===== src/rtl/scan_chain_ctrl.sv =====
// ============================================================================
//  Module   : scan_chain_ctrl
//  Purpose  : Shift-in / capture / shift-out sequencer for a single scan chain,
//             with per-bit comparison of the captured response.
//  Revision : 1.0  initial release
// ============================================================================
`default_nettype none

module scan_chain_ctrl #(
    parameter int CHAIN_LEN = 8,
    parameter int CNT_W     = 4
) (
    input  logic                 clk,
    input  logic                 rst_n,
    input  logic                 start,
    input  logic                 abort,
    input  logic [CHAIN_LEN-1:0] pattern,
    input  logic [CHAIN_LEN-1:0] expected,
    input  logic                 scan_out,
    output logic                 se,
    output logic                 sd,
    output logic                 busy,
    output logic                 done,
    output logic                 pass,
    output logic [CHAIN_LEN-1:0] captured,
    output logic [CHAIN_LEN-1:0] fail_vec
);

    localparam logic [2:0] S_IDLE      = 3'd0;
    localparam logic [2:0] S_SHIFT_IN  = 3'd1;
    localparam logic [2:0] S_CAPTURE   = 3'd2;
    localparam logic [2:0] S_SHIFT_OUT = 3'd3;
    localparam logic [2:0] S_DONE      = 3'd4;

    localparam logic [CNT_W-1:0] C_LAST = CNT_W'(CHAIN_LEN - 1);

    logic [2:0]           state_q, state_d;
    logic [CNT_W-1:0]     cnt_q, cnt_d;
    logic [CHAIN_LEN-1:0] pat_q, pat_d;
    logic [CHAIN_LEN-1:0] exp_q, exp_d;
    logic [CHAIN_LEN-1:0] sr_q, sr_d;
    logic                 se_q, se_d;
    logic                 sd_q, sd_d;
    logic                 busy_q, busy_d;
    logic                 done_q, done_d;
    logic                 pass_q, pass_d;
    logic [CHAIN_LEN-1:0] captured_q, captured_d;
    logic [CHAIN_LEN-1:0] fail_vec_q, fail_vec_d;

    logic                 w_last;
    logic [CHAIN_LEN-1:0] w_pat_sh;
    logic [CHAIN_LEN-1:0] w_sr_next;

    assign w_last    = (cnt_q == C_LAST);
    // Bit CHAIN_LEN-2 of the shifted copy is the next MSB-first stimulus bit.
    assign w_pat_sh  = pat_q << cnt_q;
    assign w_sr_next = {sr_q[CHAIN_LEN-2:0], scan_out};

    always_ff @(posedge clk or negedge rst_n) begin
        if (!rst_n) begin
            state_q    <= S_IDLE;
            cnt_q      <= '0;
            pat_q      <= '0;
            exp_q      <= '0;
            sr_q       <= '0;
            se_q       <= 1'b0;
            sd_q       <= 1'b0;
            busy_q     <= 1'b0;
            done_q     <= 1'b0;
            pass_q     <= 1'b0;
            captured_q <= '0;
            fail_vec_q <= '0;
        end else begin
            state_q    <= state_d;
            cnt_q      <= cnt_d;
            pat_q      <= pat_d;
            exp_q      <= exp_d;
            sr_q       <= sr_d;
            se_q       <= se_d;
            sd_q       <= sd_d;
            busy_q     <= busy_d;
            done_q     <= done_d;
            pass_q     <= pass_d;
            captured_q <= captured_d;
            fail_vec_q <= fail_vec_d;
        end
    end

    always_comb begin
        state_d = state_q;
        case (state_q)
            S_IDLE:      if (start && !abort) state_d = S_SHIFT_IN;
            S_SHIFT_IN:  if (abort) state_d = S_IDLE;
                         else if (w_last) state_d = S_CAPTURE;
            S_CAPTURE:   state_d = abort ? S_IDLE : S_SHIFT_OUT;
            S_SHIFT_OUT: if (abort) state_d = S_IDLE;
                         else if (w_last) state_d = S_DONE;
            S_DONE:      state_d = S_IDLE;
            default:     state_d = S_IDLE;
        endcase
    end

    always_comb begin
        cnt_d      = cnt_q;
        pat_d      = pat_q;
        exp_d      = exp_q;
        sr_d       = sr_q;
        se_d       = se_q;
        sd_d       = sd_q;
        busy_d     = busy_q;
        done_d     = 1'b0;
        pass_d     = pass_q;
        captured_d = captured_q;
        fail_vec_d = fail_vec_q;
        if (state_q != S_IDLE && abort) begin
            se_d   = 1'b0;
            sd_d   = 1'b0;
            busy_d = 1'b0;
        end else begin
            case (state_q)
                S_IDLE: begin
                    se_d = 1'b0;
                    sd_d = 1'b0;
                    if (start && !abort) begin
                        pat_d  = pattern;
                        exp_d  = expected;
                        busy_d = 1'b1;
                        se_d   = 1'b1;
                        sd_d   = pattern[CHAIN_LEN-1];
                        cnt_d  = '0;
                    end
                end
                S_SHIFT_IN: begin
                    if (w_last) begin
                        se_d = 1'b0;
                        sd_d = 1'b0;
                    end else begin
                        cnt_d = cnt_q + 1'b1;
                        sd_d  = w_pat_sh[CHAIN_LEN-2];
                    end
                end
                S_CAPTURE: begin
                    se_d  = 1'b1;
                    sd_d  = 1'b0;
                    cnt_d = '0;
                end
                S_SHIFT_OUT: begin
                    sr_d = w_sr_next;
                    if (w_last) begin
                        se_d       = 1'b0;
                        captured_d = w_sr_next;
                    end else begin
                        cnt_d = cnt_q + 1'b1;
                    end
                end
                S_DONE: begin
                    done_d     = 1'b1;
                    busy_d     = 1'b0;
                    pass_d     = (captured_q == exp_q);
                    fail_vec_d = captured_q ^ exp_q;
                end
                default: begin
                    se_d   = 1'b0;
                    sd_d   = 1'b0;
                    busy_d = 1'b0;
                end
            endcase
        end
    end

    assign se       = se_q;
    assign sd       = sd_q;
    assign busy     = busy_q;
    assign done     = done_q;
    assign pass     = pass_q;
    assign captured = captured_q;
    assign fail_vec = fail_vec_q;

endmodule

`default_nettype wire

===== config.mk =====
export PLATFORM = sky130hd
export DESIGN_NAME = scan_chain_ctrl
export DESIGN_NICKNAME = d
export VERILOG_FILES = /design/src/rtl/scan_chain_ctrl.sv
export SDC_FILE = /design/constraint.sdc
export NUM_CORES = 1
export LEC_CHECK = 0
export ABC_AREA = 1
export CELL_PAD_IN_SITES_DETAIL_PLACEMENT = 0
export CELL_PAD_IN_SITES_GLOBAL_PLACEMENT = 1
export CORE_UTILIZATION = 38
export DETAILED_ROUTE_END_ITERATION = 16
export PLACE_DENSITY_LB_ADDON = 0.2
export SYNTH_ARGS = -nofsm -noshare
export SYNTH_HDL_FRONTEND = slang
export SYNTH_SLANG_ARGS = --single-unit

===== constraint.sdc =====
create_clock -name clk -period 1.7 [get_ports clk]
set_input_delay 0.34 -clock clk [delete_from_list [all_inputs] [get_ports clk]]
set_output_delay 0.34 -clock clk [all_outputs]
set_load 0.02 [all_outputs]

## Word-level counts from Yosys, hierarchy flattened

Cells that the tools add are included.

| storage, ports and cells | value |
|---|---|
| flip-flop bits (word level) | 51 |
| input port bits | 21 |
| logic and storage cells | 71 |

| operators by class | value |
|---|---|
| add/sub/neg operators | 1 |
| eq/ne operators | 15 |
| shift-type cells | 1 |
| muxes and demuxes | 23 |
| bitwise gates (word level) | 2 |
| reduce and logical (&&, ||, !) cells | 17 |

Operators by type and width:

| kind | number |
|---|---|
| $mux W3 | 5 |
| $pmux W3 S4 | 1 |
| $pmux W4 S3 | 1 |
| $mux W1 | 10 |
| $ne A3 B3 Y1 const B | 3 |
| $reduce_and A3 Y1 | 3 |
| $eq A8 B8 Y1 | 1 |
| $mux W4 | 2 |
| $reduce_and A2 Y1 | 4 |
| $shl A8 B4 Y7 | 1 |
| $xor A8 B8 Y8 | 1 |
| $eq A3 B2 Y1 const B | 2 |
| $ne A2 B2 Y1 const B | 3 |
| $reduce_bool A3 Y1 | 2 |
| $add A4 B1 Y4 const B | 1 |
| $eq A4 B3 Y1 const B | 1 |
| $ne A2 B1 Y1 const B | 2 |
| $pmux W1 S4 | 1 |
| $reduce_and A4 Y1 | 1 |
| $reduce_or A2 Y1 | 2 |
| $eq A3 B1 Y1 const B | 1 |
| $eq A3 B3 Y1 const B | 1 |
| $logic_not A3 Y1 | 1 |
| $ne A3 B1 Y1 const B | 1 |
| other kinds (7) | 8 |

## Logic depth before layout (Yosys ltp)

| depth | value |
|---|---|
| depth in word-level cells | 5 |
| depth in mapped cells | 9 |
| depth with buffers taken out | 9 |

## Worst setup path before layout

No wires, ideal clock.

| path | value |
|---|---|
| path type | reg2reg |
| start point | reg cnt_q[0] |
| end point | reg cnt_q[0] |
| setup time | 118 ps |
| arrival time | 1249 ps |
| slack | 334 ps |
| cell stages (with the launch flop) | 10 |
| path buffers | 0 |
| cell sequence | dfrtp_1 > ha_1 > nand2_1 > inv_1 > nand2_1 > o21ai_2 > nor2_4 > inv_2 > nand2_1 > nand2_1 |

| between the ends | value |
|---|---|
| cells in the longest elaborated chain, start to end | 3 |
| elaborated cells on any way between the ends | 6 |
| those cells by class | add/sub (1); eq/ne (2); mux (2); reduce/logical (1) |

Ends and longest elaborated chain:

| what | line | source |
|---|---|---|
| start: declaration | 38 | `logic [CNT_W-1:0] cnt_q, cnt_d;` |
| start signal: assignment | 75 | `cnt_q <= cnt_d;` |
| $add A4 B1 Y4 / $eq A4 B3 Y1 (equally long branches) | 138, 153, 54 |  |
| $mux W4 / $ne A2 B2 Y1 (equally long branches) | - |  |
| $pmux W4 S3 / $reduce_and A4 Y1 (equally long branches) | - |  |

Several ways; a longest one is shown, not always the timed one. The select of a mux whose other input is x is not followed.
A chain may end at the register's enable or synchronous reset.

## Worst setup path after layout

| path | value |
|---|---|
| start point | reg fail_vec_q[5], in the netlist fail_vec[5] |
| end point | out fail_vec[5] |

RTL lines:

| what | line | source |
|---|---|---|
| start: declaration | 48 | `logic [CHAIN_LEN-1:0] fail_vec_q, fail_vec_d;` |
| start signal: assignment | 85 | `fail_vec_q <= fail_vec_d;` |
| end: declaration | 26 | `output logic [CHAIN_LEN-1:0] fail_vec` |

No word-level cell between the ends.

==> metrics.txt <==
# TYPE chip_impl_metric gauge
chip_impl_metric{name="grt_start_max_net_pins",unit=""} 51
chip_impl_metric{name="worst_clock_skew",unit="ns"} 0.008370
chip_impl_info{name="worst-setup-path-type",value="reg2out"} 1
chip_impl_metric{name="io_buffer_count",unit=""} 41
chip_impl_info{name="tritoncts",value="yes"} 1
chip_impl_metric{name="post-route-min-period",unit="ns"} 1.613
chip_impl_metric{name="drv.max_cap_violation_count",unit=""} 0
chip_impl_info{name="cpLargestDelayFamily",value="buffers and inverters"} 1
chip_impl_metric{name="max-slew-margin-rel",unit=""} 0.8201
chip_impl_metric{name="final_antenna_net_count",unit=""} 0
chip_impl_metric{name="routed_wire_length_per_instance",unit="µm"} 11.60
chip_impl_metric{name="clock_latency",unit="ns"} 0.31
chip_impl_info{name="end_kind",value="primary output"} 1
chip_impl_metric{name="critical_path_depth",unit=""} 1
chip_impl_metric{name="routed_wl",unit="µm"} 4383
chip_impl_metric{name="drt_iter0_drc",unit=""} 77
chip_impl_metric{name="async_set_or_reset_flop_fraction_in_the_synthesized_netlist",unit=""} 1.000
chip_impl_metric{name="globalRouteOverflowTotal",unit=""} 0
chip_impl_metric{name="num_clock_sinks",unit=""} 50
chip_impl_metric{name="track_usage",unit=""} 0.1641
chip_impl_info{name="dominantRegCellSynth",value="dfrtp_1"} 1
chip_impl_metric{name="fin_worst_hold_slack",unit="ns"} 0.01165
chip_impl_metric{name="yosysSeqAreaShare",unit=""} 0.5605
chip_impl_metric{name="synth_enable_flop_cells",unit=""} 0
chip_impl_info{name="critPathLaunch",value="fail_vec[5]"} 1
chip_impl_info{name="critPathCapture",value="fail_vec[5]"} 1
chip_impl_info{name="synth_area_leaders",value="dfrtp_1, nand2_1, o21ai_0"} 1
chip_impl_metric{name="register_bit_count_reported_by_yosys",unit=""} 50
chip_impl_info{name="cpMaxStageDelayCell",value="clkdlybuf4s50_1"} 1
chip_impl_metric{name="hold_violations",unit=""} 0
chip_impl_metric{name="routability_cong",unit=""} 0.7720
chip_impl_info{name="uppermost_layer_routed",value="met4"} 1
chip_impl_metric{name="post_layout_total_power",unit="mW"} 3.609
chip_impl_info{name="post_synthesis_cell_type_with_the_largest_combined_area",value="dfrtp_1"} 1
chip_impl_metric{name="finish.net_count",unit=""} 327
chip_impl_metric{name="power_density",unit="mW/mm²"} 1260
chip_impl_metric{name="drv_slew",unit=""} 0
chip_impl_metric{name="synth.lib_cells_used.distinct",unit=""} 23
chip_impl_metric{name="place_hpwl",unit="µm"} 3181
chip_impl_metric{name="critical-path-max-stage-delay",unit="ns"} 0.61
chip_impl_metric{name="die_area",unit="mm²"} 0.006184
chip_impl_metric{name="drc",unit=""} 0
chip_impl_metric{name="yosys_warnings",unit=""} 0
chip_impl_info{name="crit_chain",value="clkdlybuf4s50_1"} 1
chip_impl_metric{name="ir_worst_vdd",unit="µV"} 575.5
chip_impl_metric{name="grt_pass1_vias",unit=""} 1644
chip_impl_metric{name="die_width",unit="µm"} 78.64
chip_impl_metric{name="max_slew.worst_pin.slew",unit="ns"} 0.2679
chip_impl_metric{name="start_util",unit=""} 0.4004
chip_impl_metric{name="maxClockFrequency",unit="GHz"} 0.6201
chip_impl_metric{name="core.rowCount",unit=""} 27
chip_impl_metric{name="worstPathRequired",unit="ns"} 1.36
chip_impl_metric{name="buffers_inverters_on_critical_path",unit=""} 1
chip_impl_metric{name="setup_viol",unit=""} 0
chip_impl_metric{name="synth_largest_type_area_fraction",unit=""} 0.5605
chip_impl_metric{name="worst_r2r_path_depth",unit=""} 9
chip_impl_metric{name="detailedRoute.firstPassIterationCount",unit=""} 4
chip_impl_metric{name="htree_levels",unit=""} 2
chip_impl_info{name="min-delay-path-class",value="in2async"} 1
chip_impl_metric{name="p_leak",unit="nW"} 1.523
chip_impl_metric{name="synthesis.area",unit="mm²"} 0.002232
chip_impl_metric{name="share_of_cells_above_drive_strength_1",unit=""} 0.1111
chip_impl_metric{name="tritoncts.num_buffers",unit=""} 5
chip_impl_metric{name="crit_fanout",unit=""} 2
chip_impl_metric{name="die_y",unit="µm"} 78.64
chip_impl_metric{name="core-area",unit="mm²"} 0.005574
chip_impl_metric{name="timing.final.ws_setup",unit="ns"} 0.08739
chip_impl_metric{name="cts_hold_repair.buffers",unit=""} 0
chip_impl_metric{name="path_clk_slew",unit="ns"} 0.09
chip_impl_metric{name="setup_tns",unit="ns"} 0
chip_impl_metric{name="antenna_found_initial",unit=""} 0
chip_impl_metric{name="timing.final.crit_share",unit=""} 0.9486
chip_impl_metric{name="syn_nets",unit=""} 277
chip_impl_metric{name="cts.repair_timing.setup_buffer_count",unit=""} 0
chip_impl_metric{name="via_count",unit=""} 1708
chip_impl_metric{name="dr_wl_met2",unit="µm"} 1855
chip_impl_info{name="critical_path.reg2reg.startpoint",value="cnt_q[1]"} 1
chip_impl_metric{name="routed_via_density",unit=""} 4.519
chip_impl_metric{name="syn_to_final_growth",unit="%"} 28.31
chip_impl_info{name="critical_path.startpoint_type",value="flip-flop"} 1
chip_impl_metric{name="io-pin-count",unit=""} 42
chip_impl_info{name="synth_common_cells",value="nand2_1, dfrtp_1, inv_1, o21ai_0, nand3_1"} 1
chip_impl_metric{name="ff2ff_setup_slack",unit="ns"} 0.22
chip_impl_metric{name="cp_data_arrival_time",unit="ns"} 1.27
chip_impl_info{name="synthMostInstantiatedCell",value="nand2_1"} 1
chip_impl_metric{name="synth_cells",unit=""} 255
chip_impl_metric{name="average_instance_area_after_synthesis",unit="µm²"} 8.753
chip_impl_metric{name="n_antenna_cell",unit=""} 0
chip_impl_metric{name="routedLengthMet1",unit="µm"} 2260
chip_impl_info{name="grt_setup_unrepaired",value="false"} 1
chip_impl_metric{name="clockBufferDepth",unit=""} 2
chip_impl_metric{name="met3_length",unit="µm"} 210
chip_impl_info{name="root_buffer",value="clkbuf_8"} 1
chip_impl_metric{name="dp_slack",unit="ns"} 0.04890
chip_impl_info{name="worst_r2r_endpoint",value="cnt_q[0]"} 1
chip_impl_metric{name="grt_first_pass_wirelength",unit="µm"} 7755
chip_impl_info{name="status",value="finished clean"} 1
==> logic make-up after synthesis <==
group,Yosys count,synth area share
buffers and inverters,29,0.05437
XOR/XNOR,9,0.03531
flip-flops,50,0.5605
AO/OA/AOI/OAI,32,0.08857
adder cells (fa/ha/maj),1,0.005604
AND/OR/NAND/NOR,134,0.2556
==> cells in the final DEF, fill, tap and decap left out, types with 6 or more instances in the layout <==
cell type,Yosys,routed
clkdlybuf4s50_1,0,32
nand2_1,107,107
nand3_1,11,11
inv_1,22,22
dfrtp_1,50,50
o21ai_2,9,9
buf_4,0,6
o21ai_0,18,18
dlymetal6s2s_1,0,6
==> area by class of cell <==
class | instances | area (µm²)
multi-input combinational | 176 | 859.6
sequential | 50 | 1251
fill | 560 | 2710
inverter | 24 | 90.09
timing repair buffer | 48 | 483.0
clock inverter | 3 | 21.27
clock buffer | 5 | 68.82
tap | 72 | 90.09
==> power by group <==
group | internal [mW] | total [mW] | switching (mW)
registers | 1.52 | 1.73 | 0.214
logic | 0.471 | 1.18 | 0.712
clock network | 0.290 | 0.693 | 0.403
==> repair_timing <==
| action | CTS | global route |
|---|---|---|
| endpoints found under the hold margin | 0 | 0 |
| gates resized for setup | 2 | 6 |
| endpoints found under the setup margin | 2 | 6 |
==> sequential cells by signal, summed over array words and instances, names as in the netlist <==
| register | cells |
|---|---|
| busy | 1 |
| captured | 8 |
| cnt_q | 4 |
| done | 1 |
| exp_q | 8 |
| fail_vec | 8 |
| pass | 1 |
| pat_q | 7 |
| sd | 1 |
| se | 1 |
| sr_q | 7 |
| state_q | 3 |
==> how the worst min path moves through the flow <==
stage	start	end	slack, ns	cells past startpoint
CTS	rst_n	exp_q[3]	0.02	2
detailed placement	rst_n	state_q[1]	0.35	2
floorplan	rst_n	busy	0.04	0
finish	rst_n	state_q[1]	0.01	2
global placement	rst_n	state_q[1]	0.35	2
global route	rst_n	exp_q[3]	0.02	2
==> per-stage QoR <==
step	area [µm²]	util	std cells
6_report	2864	0.5138	378
5_1_grt	2864	0.5138	378
4_1_cts	2849	0.5111	378
3_5_place_dp	2761	0.4954	370
3_3_place_gp	2761	0.4954	370
2_1_floorplan	2232	-	255
==> metal layers <==
metal | GRT usage | vias to the layer above
li1 | - | 905
met1 | 0.2356 | 756
met2 | 0.2409 | 41
met3 | 0.04302 | 6
met4 | 0.05000 | 0
met5 | 0 | -
No activity file was read; power rests on OpenSTA's default activity.
